===== src/rtl/traffic_pkg.sv =====
// Shared types and constants for the two-approach traffic phase controller.
//   state_e  : 3-bit FSM state encoding (value 7 is unused / illegal)
//   L_*      : {R,Y,G} lamp encodings driven onto lights_a / lights_b
package traffic_pkg;

  typedef enum logic [2:0] {
    ALLRED_A = 3'd0,
    GREEN_A  = 3'd1,
    YELLOW_A = 3'd2,
    ALLRED_B = 3'd3,
    GREEN_B  = 3'd4,
    YELLOW_B = 3'd5,
    FLASH    = 3'd6
  } state_e;

  localparam logic [2:0] L_RED = 3'b100;
  localparam logic [2:0] L_YEL = 3'b010;
  localparam logic [2:0] L_GRN = 3'b001;
  localparam logic [2:0] L_OFF = 3'b000;

endpackage


===== src/rtl/tick_gen.sv =====
// Tick prescaler: one-cycle enable pulse every TICK_DIV clocks.
//   clk   : system clock
//   rst_n : asynchronous active-low reset
//   tick  : high for one cycle when the divider reaches TICK_DIV-1
//           (permanently high when TICK_DIV = 1)
module tick_gen
  import traffic_pkg::*;
#(
  parameter int TICK_DIV = 25000000
) (
  input  logic clk,
  input  logic rst_n,
  output logic tick
);

  localparam int DIV_W = (TICK_DIV > 1) ? $clog2(TICK_DIV) : 1;
  localparam logic [DIV_W-1:0] DIV_LAST = DIV_W'(TICK_DIV - 1);

  logic [DIV_W-1:0] div_cnt;

  always_ff @(posedge clk or negedge rst_n) begin
    if (!rst_n) begin
      div_cnt <= '0;
    end else if (div_cnt == DIV_LAST) begin
      div_cnt <= '0;
    end else begin
      div_cnt <= div_cnt + 1'b1;
    end
  end

  // Decoded straight from the counter so the pulse lines up with the
  // terminal count and is low while reset holds the counter at zero.
  assign tick = (div_cnt == DIV_LAST);

endmodule


===== src/rtl/traffic_phase_ctrl.sv =====
// Two-approach traffic-signal controller.
//   clk, rst_n          : system clock, asynchronous active-low reset
//   call_a, call_b      : approach requests (pulse or level), latched
//   flash_en            : level request for flashing-amber mode
//   lights_a, lights_b  : {R,Y,G} lamp drives
//   state               : current FSM state
//   phase_cnt           : ticks elapsed in current state (saturating)
//   tick                : prescaler pulse
//
// state    | meaning
// ---------+----------------------------------------------
// ALLRED_A | clearance before A gets green
// GREEN_A  | A green, B red
// YELLOW_A | A amber, B red
// ALLRED_B | clearance before B gets green
// GREEN_B  | B green, A red
// YELLOW_B | B amber, A red
// FLASH    | maintenance: both approaches blink amber
module traffic_phase_ctrl
  import traffic_pkg::*;
#(
  parameter int TICK_DIV      = 25000000,
  parameter int CNT_W         = 8,
  parameter int GREEN_MIN     = 10,
  parameter int GREEN_MAX     = 120,
  parameter int YELLOW_T      = 5,
  parameter int ALLRED_T      = 2,
  parameter int REST_IN_GREEN = 0
) (
  input  logic             clk,
  input  logic             rst_n,
  input  logic             call_a,
  input  logic             call_b,
  input  logic             flash_en,
  output logic [2:0]       lights_a,
  output logic [2:0]       lights_b,
  output logic [2:0]       state,
  output logic [CNT_W-1:0] phase_cnt,
  output logic             tick
);

  localparam logic [CNT_W-1:0] GMIN_END = CNT_W'(GREEN_MIN - 1);
  localparam logic [CNT_W-1:0] GMAX_END = CNT_W'(GREEN_MAX - 1);
  localparam logic [CNT_W-1:0] YEL_END  = CNT_W'(YELLOW_T - 1);
  localparam logic [CNT_W-1:0] AR_END   = CNT_W'(ALLRED_T - 1);
  localparam logic [CNT_W-1:0] CNT_SAT  = '1;
  localparam bit               REST     = (REST_IN_GREEN != 0);

  state_e           state_q, state_d;
  logic [CNT_W-1:0] cnt_q;
  logic             ca_q, cb_q, blink_q;
  logic             enter_ga, enter_gb;

  tick_gen #(.TICK_DIV(TICK_DIV)) u_tick_gen (
    .clk   (clk),
    .rst_n (rst_n),
    .tick  (tick)
  );

  always_comb begin
    state_d = state_q;
    case (state_q)
      ALLRED_A: if (flash_en) state_d = FLASH;
                else if (cnt_q == AR_END) state_d = GREEN_A;
      GREEN_A:  if (flash_en || (cb_q && cnt_q >= GMIN_END) ||
                    (cnt_q >= GMAX_END && (!REST || cb_q))) state_d = YELLOW_A;
      YELLOW_A: if (cnt_q == YEL_END) state_d = flash_en ? FLASH : ALLRED_B;
      ALLRED_B: if (flash_en) state_d = FLASH;
                else if (cnt_q == AR_END) state_d = GREEN_B;
      GREEN_B:  if (flash_en || (ca_q && cnt_q >= GMIN_END) ||
                    (cnt_q >= GMAX_END && (!REST || ca_q))) state_d = YELLOW_B;
      YELLOW_B: if (cnt_q == YEL_END) state_d = flash_en ? FLASH : ALLRED_A;
      FLASH:    if (!flash_en) state_d = ALLRED_A;
      default:  state_d = ALLRED_A;
    endcase
  end

  assign state = state_q;

  always_ff @(posedge clk or negedge rst_n) begin
    if (!rst_n) begin
      state_q <= ALLRED_A;
      cnt_q   <= '0;
      blink_q <= 1'b0;
    end else if (state == 3'd7) begin
      // Illegal encoding recovers immediately, without waiting for a tick.
      state_q <= ALLRED_A;
      cnt_q   <= '0;
      blink_q <= 1'b0;
    end else if (tick) begin
      state_q <= state_d;
      if (state_d != state_q) cnt_q <= '0;
      else if (cnt_q != CNT_SAT) cnt_q <= cnt_q + 1'b1;
      // Blink starts dark on entry and only toggles while staying in FLASH.
      blink_q <= (state_q == FLASH && state_d == FLASH) ? ~blink_q : 1'b0;
    end
  end

  assign enter_ga = tick && (state_q != GREEN_A) && (state_d == GREEN_A);
  assign enter_gb = tick && (state_q != GREEN_B) && (state_d == GREEN_B);

  // Clearing on green entry takes priority over a coincident new call.
  always_ff @(posedge clk or negedge rst_n) begin
    if (!rst_n) begin
      ca_q <= 1'b0;
      cb_q <= 1'b0;
    end else begin
      ca_q <= enter_ga ? 1'b0 : (ca_q | call_a);
      cb_q <= enter_gb ? 1'b0 : (cb_q | call_b);
    end
  end

  assign phase_cnt = cnt_q;

  always_comb begin
    lights_a = L_RED;
    lights_b = L_RED;
    case (state_q)
      GREEN_A:  lights_a = L_GRN;
      YELLOW_A: lights_a = L_YEL;
      GREEN_B:  lights_b = L_GRN;
      YELLOW_B: lights_b = L_YEL;
      FLASH: begin
        lights_a = {1'b0, blink_q, 1'b0};
        lights_b = {1'b0, blink_q, 1'b0};
      end
      default: begin
        lights_a = L_RED;
        lights_b = L_RED;
      end
    endcase
  end

endmodule


===== config.mk =====
export PLATFORM = sky130hd
export DESIGN_NAME = traffic_phase_ctrl
export DESIGN_NICKNAME = d
export VERILOG_FILES = /design/src/rtl/traffic_pkg.sv /design/src/rtl/tick_gen.sv /design/src/rtl/traffic_phase_ctrl.sv
export SDC_FILE = /design/constraint.sdc
export NUM_CORES = 1
export LEC_CHECK = 0
export BUFFER_PORTS_ARGS = -buffer_cell sky130_fd_sc_hd__buf_2
export CAP_MARGIN = 15
export CORE_MARGIN = 5
export CORE_UTILIZATION = 40
export DETAILED_ROUTE_END_ITERATION = 10
export MAX_ROUTING_LAYER = met4
export PLACE_DENSITY = 0.67
export SKIP_CTS_REPAIR_TIMING = 1
export SLEW_MARGIN = 30
export SYNTH_ARGS = -nofsm -noshare
export SYNTH_HDL_FRONTEND = slang
export SYNTH_SLANG_ARGS = --single-unit

===== constraint.sdc =====
create_clock -name clk -period 4.69 [get_ports clk]
set_clock_uncertainty 0.2 [all_clocks]
set_input_delay 0.7035 -clock clk [delete_from_list [all_inputs] [get_ports clk]]
set_output_delay 0.7035 -clock clk [all_outputs]
set_load 0.03 [all_outputs]

# Yosys cells after proc, flatten, opt, wreduce, memory -nomap -nowiden
# Cells that the tools add are included.
op_classes:
  addsub: 2
  mul: 0
  n_div: 0
  magnitude_cmp: 2
  n_eq_ne: 17
  shifts: 0
  muxes: 26
  bitwise_logic: 3
  reduce_logical: 15
ops:
  columns: ["op", "count"]
  rows:
  - ["$mux 3", 13]
  - ["$mux 8", 4]
  - ["$add 25x1->25 const B", 1]
  - ["$eq 25x25->1 const B", 1]
  - ["$mux 25", 1]
  - ["$pmux 3 s7", 1]
  - ["$eq 3x3->1 const B", 6]
  - ["$pmux 3 s3", 2]
  - ["$add 8x1->8 const B", 1]
  - ["$eq 8x1->1 const B", 1]
  - ["$eq 8x3->1 const B", 1]
  - ["$ge 8x4->1 const B", 1]
  - ["$ge 8x7->1 const B", 1]
  - ["$ne 8x8->1 const B", 1]
  - ["$logic_and 1x1->1", 7]
  - ["$eq 3x1->1 const B", 2]
  - ["$eq 3x2->1 const B", 2]
  - ["$mux 1", 5]
  - ["$logic_or 1x1->1", 4]
  - ["$logic_not 3->1", 1]
  - ["$ne 3x1->1 const B", 1]
  - ["$ne 3x3->1", 1]
  - ["$ne 3x3->1 const B", 1]
  - ["$reduce_bool 3->1", 1]
  - ["other kinds (4)", 5]
totals:
  register_bits: 39
  latch_bits: 0
  ramBits: 0
  romBits: 0
  inputBits: 5
  word_cells: 71
  memories: 0

# Logic depth before layout (Yosys ltp)
depth:
  word_depth: 11
  depth_mapped: 8

# Modules after synthesis
# From an unflattened synthesis, not the netlist that was laid out.
hier_totals:
  hier_cells: 286
  area_unflattened_um2: 2506.2
modules_own_cells:
  columns: ["module", "instances", "cells_each", "area_each_um2"]
  rows:
  - ["tick_gen", 1, 129, 1313.8]
  - ["traffic_phase_ctrl", 1, 157, 1192.4]

# Worst setup path before layout
# Ideal clock, no wire load.
synth_path:
  path_kind: "register to output"
  startpoint: "reg u_tick_gen.div_cnt[15]"
  endpoint: "out tick"
  t_arrival_ns: 1.946
  path_slack_ns: 1.840
  path_stages_with_launch: 6
  n_path_buf: 2
  cell_sequence: "dfrtp_1 > nor4bb_1 > nand3b_1 > nor4_4 > clkbuf_1 > buf_1"
synth_between:
  elab_chain_cells: 1
synth_rtl:
  columns: ["element", "line_no", "text"]
  rows:
  - ["start: declaration", "tick_gen.sv:19", "logic [DIV_W-1:0] div_cnt;"]
  - ["start signal: assignment", "tick_gen.sv:27", "div_cnt <= div_cnt + 1'b1;"]
  - ["$eq 25x25->1", "tick_gen.sv:33", "assign tick = (div_cnt == DIV_LAST);"]
  - ["end: declaration", "traffic_phase_ctrl.sv:39", "output logic tick"]
# No other way between the ends.

# Final worst setup path
# Same ends and word-level chain as after synthesis.

==> impl_results.md <==
- GR Util met1: 0.195
- Yosys cell types: 54
- Async SR Flop Fraction: 1.00
- ANT nets after route: 0
- Max incr delay on CP: 0.63 ns
- Status: complete, no violations
- Dpl hpwl: 3400 um
- Syn Nets: 262
- Placed insts: 336
- N_diodes: 0
- First-pass GRT wire length: 8760 um
- CTS tree: yes
- Mapped Cells: 253
- Share of the synthesized area in the top cell type: 0.422
- Combinational power share: 0.020
- Nets: 280
- Critical Path RT: 3.79 ns
- EDFF count, synth: 0
- Routing usage on met3: 0.0355
- Root buf cell: clkbuf_8
- Total gr overflow: 0
- Tcrit/Tclk final: 0.689
- Worst relative slew slack: 0.493
- Synth-to-Final Area Change: 10.2%
- Most used routing layer: met2
- Die X: 86.0 um
- Leak Pwr: 1.06 nW
- Global Route Usage Sum: 0.149
- Initial antenna violation count: 0
- Hold Crit Class: in2async
- # rows: 27
- Unrepaired setup endpoints after global routing: false
- First-pass detailed-route iteration total: 4
- Slew Limit Fails: 0
- Clk_lat worst skew: 0.29 ns
- Sequential cell area: 976 um2
- # clock sinks: 39
- Peak supply drop: 0.128 mV
- GP Congestion: 1.00
- Net switching power figure: 0.123 mW
- Met2 Use GR: 0.227
- Fin Setup TNS: 0 ns
- Slew @ Worst Pin: 0.757 ns
- Post-synthesis register bit count: 39
- CTS H-tree lvls: 2
- Fill cells: 543
- Drt drc: 0
- Max-Cap Viols: 0
- Port Buffers: 22
- Crit-path max FO: 12
- Clock power frac: 0.386
- Wire per inst: 14.1 um
- Critical Path AT: 2.33 ns
- Worst path slowest cell: nor4_4
- Final Util: 0.457
- Count leader, synth: dfrtp_1
- Seq/Total Area, Yosys: 0.422
- Synth top area cells: dfrtp_1 42%, xor2_1 5.7%, nand3_1 4.3%
- Syn avg cell area: 9.13 um2
- Non-Filler Instances: 344
- Area leader, netlist: dfrtp_1
- Pin count of the biggest net entering global routing: 40
- Top FF cell, synth: dfrtp_1
- Clock slew at reported path FFs: 0.08 ns
- Total number of vias: 1926
- Critical-path cell list: nor4bb_1 > nand3b_1 > nor4_4 > buf_4 > buf_2
- First DRT Iteration DRCs: 80
- Sw Ratio: 0.218
- Initial core utilization: 0.415
- Via count of the first global-routing pass: 1819
- Internal power: 0.442 mW
- Yosys warns: 0
- Core area: 5570 um2
- Multi-input gate area: 1260 um2
- Area of the mapped netlist: 2310 um2
- Fmax: 0.309 GHz
- Startpoint Class: flop
- Routed WL: 4850 um
- Fin. Hold Viols: 0
- Total power: 0.566 mW
- Setup violation total in the final timing report: 0
- Most instantiated cells after synthesis: 39 x dfrtp_1, 26 x nor2_1, 20 x nand2_1, 20 x nand3_1, 15 x xor2_1
- Cts bufs inserted: 5
- Min cycle time layout: 3.23 ns
- Max Root-Sink Buffers: 2
- Worst Hold Slack: 0.180 ns
- Crit Path Class: reg2out
- Ports: 23
- Sequential power share: 0.594
- Worst Setup End Kind: output pin
- Vias per Instance: 5.60
- Die footprint: 7400 um2
- Die height: 86.0 um
- Pwr Density: 222 nW/um2
- Layout cells sized above 1: 0.132
[state kept, by name, summed over array words and instances (netlist names)]
register            flops
blink_q                 1
ca_q                    1
cb_q                    1
phase_cnt               8
state                   3
u_tick_gen.div_cnt     25
[cell families (layout without fill, tap and decap cells)]
family | after synthesis | count (layout) | share of synthesized area
and+or+nand+nor | 123 | 123 | 0.289
DFF | 39 | 39 | 0.422
muxes | 1 | 1 | 0.00487
buffers and inverters | 17 | 36 | 0.0352
AOI/OAI and AO/OA | 48 | 48 | 0.147
xor gates and xnor gates | 21 | 21 | 0.0796
adders and majority gates | 4 | 4 | 0.0217
[final timing paths]
path	from	end	slack, ns	depth (start not counted)
setup / recovery	u_tick_gen.div_cnt[15]	tick	1.46	5
hold / removal	rst_n	u_tick_gen.div_cnt[12]	0.18	1
setup reg to reg	u_tick_gen.div_cnt[15]	phase_cnt[0]	1.86	6
hold reg to reg	u_tick_gen.div_cnt[4]	u_tick_gen.div_cnt[4]	0.27	1
max in group asynchronous	rst_n	u_tick_gen.div_cnt[1]	3.77	1
min in group clk	u_tick_gen.div_cnt[4]	u_tick_gen.div_cnt[4]	0.27	1
[cell type report]
cell class | count | share of cell area
Clock inverter | 2 | 0.00491
Timing Repair Buffer | 23 | 0.0472
Multi-Input combinational cell | 197 | 0.494
Inverter | 5 | 0.00737
Sequential cell | 39 | 0.383
Tap cell | 72 | 0.0354
Clock buffer | 6 | 0.0285
[metal layers]
metal	part of all wire	vias to the layer above	wire, um
li1	-	956	-
met1	0.48	926	2320
met2	0.47	38	2250
met3	0.043	6	209
met4	0.013	0	62
met5	0	-	0
[critical path: cells and delay by family, from the launching register on]
kind,cells,cell delay (ns)
buf+inv,2,0.51
flops,1,0.43
simple gates,3,1.10
[power groups by stage]
stage	Sequential, mW	Clock (mW)	Combinational (mW)
6_report	0.336	0.218	0.0114
2_1_floorplan	0.343	0	0.00274
4_1_cts	0.336	0.228	0.0118
5_1_grt	0.336	0.246	0.0137
3_3_place_gp	0.343	0	0.0116
3_5_place_dp	0.343	0	0.0118
[cell usage in the layout (no fill, tap or decap), drive strengths merged, types with 3 or more instances in the layout]
master,n
nor2b,3
dfrtp,39
xor2,15
o21ai,6
a22o,3
buf,23
nand3,20
and3,8
nor2,26
nand2,20
inv,5
nand2b,8
nor4,5
nand4,7
a31oi,3
xnor2,6
nor3,8
a211oi,5
a21oi,12
clkbuf,6
ha,4
or4,3
[stage by stage]
stage          worst slack [ns]  instance area, um2
2_1_floorplan              1.84                2310
3_3_place_gp               1.81                2460
3_5_place_dp               1.74                2460
4_1_cts                    1.41                2540
5_1_grt                    1.28                2550
6_report                   1.46                2550
Note: power is estimated with default switching activity, not from simulation.
